### src/rtl/writeback_arbiter.sv
// rtl/writeback_arbiter.sv - register-file writeback arbiter with 2-deep long-latency FIFO and busy scoreboard
module writeback_arbiter (
  input  logic        CLK,
  input  logic        RST,
  input  logic        PIPE_WE,
  input  logic [4:0]  PIPE_RD,
  input  logic [31:0] PIPE_DATA,
  input  logic        LL_VALID,
  input  logic [4:0]  LL_RD,
  input  logic [31:0] LL_DATA,
  output logic        LL_READY,
  input  logic        ISSUE_VALID,
  input  logic [4:0]  ISSUE_RD,
  output logic [31:0] BUSY,
  output logic        RF_WE,
  output logic [4:0]  RF_WADDR,
  output logic [31:0] RF_WDATA,
  output logic [1:0]  FIFO_COUNT
);

  logic [4:0]  fifo_rd_q   [2];
  logic [31:0] fifo_data_q [2];
  logic        wr_ptr_q, rd_ptr_q;
  logic [1:0]  count_q, count_d;
  logic [31:0] busy_q, busy_d;
  logic        rf_we_q, rf_we_d;
  logic [4:0]  rf_waddr_q, rf_waddr_d;
  logic [31:0] rf_wdata_q, rf_wdata_d;

  logic pipe_win, push, pop;

  assign LL_READY   = (count_q != 2'd2);
  assign pipe_win   = PIPE_WE && (PIPE_RD != 5'd0);
  // rd = 0 results are acknowledged but dropped, so they never reach the FIFO
  assign push       = LL_VALID && LL_READY && (LL_RD != 5'd0);
  assign pop        = !pipe_win && (count_q != 2'd0);

  always_comb begin
    count_d    = count_q;
    rf_we_d    = 1'b0;
    rf_waddr_d = rf_waddr_q;
    rf_wdata_d = rf_wdata_q;
    busy_d     = busy_q;

    case ({push, pop})
      2'b10:   count_d = count_q + 2'd1;
      2'b01:   count_d = count_q - 2'd1;
      default: count_d = count_q;
    endcase

    if (pipe_win) begin
      rf_we_d    = 1'b1;
      rf_waddr_d = PIPE_RD;
      rf_wdata_d = PIPE_DATA;
    end else if (pop) begin
      rf_we_d    = 1'b1;
      rf_waddr_d = fifo_rd_q[rd_ptr_q];
      rf_wdata_d = fifo_data_q[rd_ptr_q];
      busy_d[fifo_rd_q[rd_ptr_q]] = 1'b0;
    end

    // Applied after the clear so a same-edge issue keeps the register pending
    if (ISSUE_VALID && (ISSUE_RD != 5'd0)) begin
      busy_d[ISSUE_RD] = 1'b1;
    end
    busy_d[0] = 1'b0;
  end

  always_ff @(posedge CLK) begin
    if (RST) begin
      fifo_rd_q[0]   <= 5'd0;
      fifo_rd_q[1]   <= 5'd0;
      fifo_data_q[0] <= 32'd0;
      fifo_data_q[1] <= 32'd0;
      wr_ptr_q       <= 1'b0;
      rd_ptr_q       <= 1'b0;
      count_q        <= 2'd0;
      busy_q         <= 32'd0;
      rf_we_q        <= 1'b0;
      rf_waddr_q     <= 5'd0;
      rf_wdata_q     <= 32'd0;
    end else begin
      if (push) begin
        fifo_rd_q[wr_ptr_q]   <= LL_RD;
        fifo_data_q[wr_ptr_q] <= LL_DATA;
        wr_ptr_q              <= ~wr_ptr_q;
      end
      if (pop) begin
        rd_ptr_q <= ~rd_ptr_q;
      end
      count_q    <= count_d;
      busy_q     <= busy_d;
      rf_we_q    <= rf_we_d;
      rf_waddr_q <= rf_waddr_d;
      rf_wdata_q <= rf_wdata_d;
    end
  end

  assign BUSY       = busy_q;
  assign RF_WE      = rf_we_q;
  assign RF_WADDR   = rf_waddr_q;
  assign RF_WDATA   = rf_wdata_q;
  assign FIFO_COUNT = count_q;

endmodule

### config.mk
export PLATFORM = sky130hd
export DESIGN_NAME = writeback_arbiter
export DESIGN_NICKNAME = d
export VERILOG_FILES = /design/src/rtl/writeback_arbiter.sv
export SDC_FILE = /design/constraint.sdc
export NUM_CORES = 1
export LEC_CHECK = 0
export BUFFER_PORTS_ARGS = -buffer_cell sky130_fd_sc_hd__buf_2
export CORE_MARGIN = 5
export CORE_UTILIZATION = 45
export DETAILED_ROUTE_END_ITERATION = 16
export PLACE_DENSITY = 0.69
export SYNTH_ARGS = -nofsm -noshare
export SYNTH_HDL_FRONTEND = slang
export SYNTH_SLANG_ARGS = --single-unit
### constraint.sdc
create_clock -name CLK -period 3.85 [get_ports CLK]
set_input_delay 0.385 -clock CLK [delete_from_list [all_inputs] [get_ports CLK]]
set_output_delay 0.385 -clock CLK [all_outputs]
set_load 0.05 [all_outputs]
=== Yosys cells after proc, flatten, opt, wreduce, memory -nomap -nowiden ===
Memories as Yosys holds them, arrays and structs flattened. A register that Yosys moved wholly into a read port is not among the register bits.
Index checks and enable logic that the tools add are counted.

* $add $sub $neg: 2
* $mul: 0
* Div/mod/pow operators: 0
* $lt $le $gt $ge: 4
* Equality and inequality tests: 3
* Shift operators: 0
* Multiplexer cells: 29
* Bitwise operators: 5
* Reductions and logical operators: 16

{| class="wikitable"
|+ Operators with widths
! kind !! number
|-
| $mux 32 || 6
|-
| $and 32x32->32 || 1
|-
| $not 32->32 || 1
|-
| $or 32x32->32 || 1
|-
| $reduce_or 32->1 || 1
|-
| $mux 1 || 17
|-
| $mux 5 || 3
|-
| $reduce_bool 5->1 || 3
|-
| $lt 5x6->1 const B || 2
|-
| $demux 1 s5 || 2
|-
| $ge 5x1->1 const B || 2
|-
| $logic_and 1x1->1 || 7
|-
| $reduce_bool 2->1 || 3
|-
| $reduce_or 5->1 || 1
|-
| $pmux 2 s2 || 1
|-
| $add 2x1->2 const B || 1
|-
| $eq 2x1->1 const B || 1
|-
| $eq 2x2->1 const B || 1
|-
| $ne 2x2->1 const B || 1
|-
| $not 1->1 || 2
|-
| $sub 2x1->2 const B || 1
|-
| $logic_not 1->1 || 1
|}

* Bits in registers: 74
* Bits in latches: 0
* RAM bits: 74
* ROM bits: 0
* Output and inout port bits: 73
* Logic and storage cells: 69
* Memories kept: 2

{| class="wikitable"
|+ Memories
! name !! words !! width !! rd ports !! clocked after memory_dff !! wr ports !! RTL line !! source
|-
| fifo_data_q || 2 || 32 || 1 || 1 || 2 || 22 || <nowiki>logic [31:0] fifo_data_q [2];</nowiki>
|-
| fifo_rd_q || 2 || 5 || 1 || 1 || 2 || 21 || <nowiki>logic [4:0] fifo_rd_q [2];</nowiki>
|}

=== Logic depth before layout (Yosys ltp) ===
* Depth in word-level cells: 10
* Mapped depth: 9
* Mapped depth without buffers: 7

=== Worst setup path after synthesis ===
Ideal clock, no wire load.

* Path kind: register to register
* From: register count_q[0], in the netlist FIFO_COUNT[0]
* To: memory fifo_data_q[0][0] (enable)
* Arrival time: 3280 ps
* Required time: 3411 ps
* Setup slack: 131 ps
* Cell stages (with the launch flop): 4
* Path buffers: 0
* Period minus slack after synthesis: 3719 ps
* Path through: dfxtp_1 -> nand2b_1 -> o211ai_2 -> o21bai_1

{| class="wikitable"
|+ RTL lines
! item !! RTL line !! source
|-
| start: declaration || 24 || <nowiki>logic [1:0] count_q, count_d;</nowiki>
|-
| start signal: assignment || 91 || <nowiki>count_q <= count_d;</nowiki>
|-
| end: declaration || 22 ||
|}

==> results by group <==
Outcome
  – Outcome: completed

STA
  – Final setup viols: 0
  – Final period utilization: 67.8%
  – Relative slew slack: 23.6%
  – Setup TNS Final: 0 ps
  – Clk_skew: 8.80 ps
  – Slew Limit Fails: 0
  – FMAX: 0.383 GHz
  – Final hold violations: 0
  – RSZ-0062 raised after global routing: no
  – Actual slew at the worst max-slew pin: 1140 ps
  – Final critical-path required period: 2610 ps

GRT
  – Global-route wire length before repair: 25,400 um
  – Largest net degree at the start of global routing: 62
  – GRT overflow: 0
  – Vias in the first global route: 5,138
  – Initial antenna violation count: 0
  – Gr usage total: 19.4%

Floorplanning
  – Initial cell density of the core: 46.0%
  – Core ar.: 13,900 um2
  – I/O pin count: 157
  – Die H: 129 um
  – Die width: 129 um
  – Die ar.: 16,700 um2
  – Row count: 43

Clock tree
  – Htree depth: 4
  – Root Buffer: clkbuf_16
  – Setup bufs post-CTS: 0
  – TritonCTS clock tree: built
  – # hold bufs at CTS: 0
  – Cts bufs inserted: 17
  – Worst-path clk slew: 60 ps
  – Worst skew pair latency: 420 ps
  – # resized after CTS: 0
  – Clk buf depth: 2
  – CTS sink cnt: 148

Route
  – DRC viols: 0
  – Post-Route WL: 16,000 um
  – Final ANT Viol Nets: 0
  – Via Count: 5,041
  – Initial DRC Count: 409
  – Via density: 5.39
  – DR WL/cell: 17.2 um
  – DR pass1 iterations: 5

Critical path
  – CP startpoint kind: flop
  – Cell family with most CP delay: multiplexers
  – Nature of the critical path endpoint: flop
  – Critical Path RT: 4110 ps
  – CP peak stage delay: 910 ps
  – Critical path arrival: 2870 ps
  – CP max FO: 18
  – WP buf/inv: 0
  – Worst path slowest cell: mux2i_1
  – CP Cell Sequence: mux2i_1 -> nand3_1 -> nor2_1 -> a311oi_1
  – Crit Path Class: reg -> reg

Power
  – Overall power: 0.00506 W
  – Pwr Density: 652 nW/um2
  – Pleak: 3.09 nW
  – Worst vdd ir: 0.429 mV

Synthesis
  – Cell count after synthesis: 608
  – Yosys cell types: 38
  – Synth Net Count: 693
  – Synth warn: 0
  – Yosys reg bits: 148
  – Syn_area_per_cell: 10.5 um2
  – Netlist Area Pre-Place: 6380 um2
  – Seq/Total Area, Yosys: 58.0%

Final layout
  – NumNets Final: 828
  – Diodes inserted: 0
  – Layout area overhead: 21.7%
  – Layout cells sized above 1: 26.4%
  – Finished Core Util: 56.0%
  – Design area: 7770 um2

Place
  – Half-perimeter wire length after placement: 11,000 um
  – Final GP Congestion: 0.826
  – PortBufs: 155
  – Post-DP Area: 7260 um2

Min path
  – HP Class: in -> reg

Job
  – Max-cap check violation count: 0
[sequential cells by signal, indices dropped and copies added, names as in the netlist, named ones only]
| name | flops |
|---|---|
| fifo_rd_q | 10 |
| rd_ptr_q | 1 |
| fifo_data_q | 64 |
| wr_ptr_q | 1 |
| RF_WADDR | 5 |
| BUSY | 31 |
| RF_WE | 1 |
| FIFO_COUNT | 2 |
| RF_WDATA | 32 |
[cells by family (layout without fill, tap and decap cells)]
logic type	count (synthesis)	in the layout	share of synthesized area (%)
simple gates	225	225	17.2
flops	148	148	58.0
compound gates	145	145	14.7
buf+inv	45	192	3.06
mux	40	40	6.35
xor+xnor	3	3	0.412
fa+ha+maj	1	1	0.196
other cells	1	1	0.0587
[synth_stat cells, drive strengths merged]
cell	instances	area (um2)
nor2	13	48.8
mux2i	36	360
nor3	9	45.0
o21bai	1	7.51
nor3b	2	15.0
dfxtp	74	1480
nand2	107	402
mux2	4	45.0
xnor2	1	8.76
or3	3	18.8
o21ai	3	18.8
nand3	6	30.0
or4	2	18.8
conb	1	3.75
or2	2	12.5
a21oi	72	360
o31ai	8	60.1
and2	75	469
o211ai	37	283
nand2b	3	18.8
buf	14	77.6
o41ai	8	70.1
edfxtp	74	2220
nand4b	1	8.76
nor2b	2	12.5
inv	1	3.75
o21a	1	7.51
a311oi	15	131
ha	1	12.5
clkbuf	30	114
xor2	2	17.5
[routing by layer]
layer | vias up | global-route usage, % | part of all wire [%]
li1 | 2454 | - | -
met1 | 2396 | 23.5 | 42
met2 | 170 | 32.6 | 49
met3 | 21 | 6.02 | 7.3
met4 | 0 | 6.98 | 1.7
met5 | - | 0 | 0
[where the power goes]
| group | switching (W) | internal, W |
|---|---|---|
| Clock | 0.000596 | 0.000848 |
| Sequential | 0.000130 | 0.00192 |
| Combinational | 0.00112 | 0.000456 |
| Total | 0.00184 | 0.00322 |
[cell type report]
class                      count  area (um2)
fill                        1235        6110
sequential                   148        3700
multi-input combinational    415        2520
timing repair buffer         160         813
clock buffer                  25         475
tap                          180         225
clock inverter                 6        32.5
inverter                       1        3.75
[worst paths after layout]
check        slack, ps            to           from  cells after the start
min reg2reg        470      BUSY[12]       BUSY[12]                      2
max reg2reg       1240       BUSY[9]           flop                      4
max               1240       BUSY[9]           flop                      4
min                200  RF_WDATA[19]  PIPE_DATA[19]                      3
[worst register-to-register path, stage by stage (launching register included)]
cell	delay [ps]
dfxtp_2	660
mux2i_1	920
nand3_1	400
nor2_1	340
a311oi_1	150
[placed cells by master, fill, tap and decap left out, types with 2 or more instances in the layout]
cell type,count
clkbuf_1,6
edfxtp_1,74
nor2b_1,2
dfxtp_1,73
nand2_1,107
clkbuf_8,2
and2_1,75
o211ai_1,36
xor2_1,2
buf_4,5
mux2i_1,36
buf_2,155
or2_2,2
or3_1,3
nand3_1,6
o21ai_0,2
a21oi_1,72
nand2b_1,3
clkbuf_16,17
clkinv_2,5
nor2_1,13
o31ai_1,8
mux2_2,4
o41ai_1,8
nor3_1,8
a311oi_1,15
[per-stage QoR]
stage	hold WS, ps	cells	setup slack [ps]
after floorplan	480	608	131
after global placement	457	904	1210
after detailed placement	462	904	1150
after CTS	185	935	1330
after global routing	186	935	1090
final	203	935	1240
No activity file was read; power rests on OpenSTA's default activity.
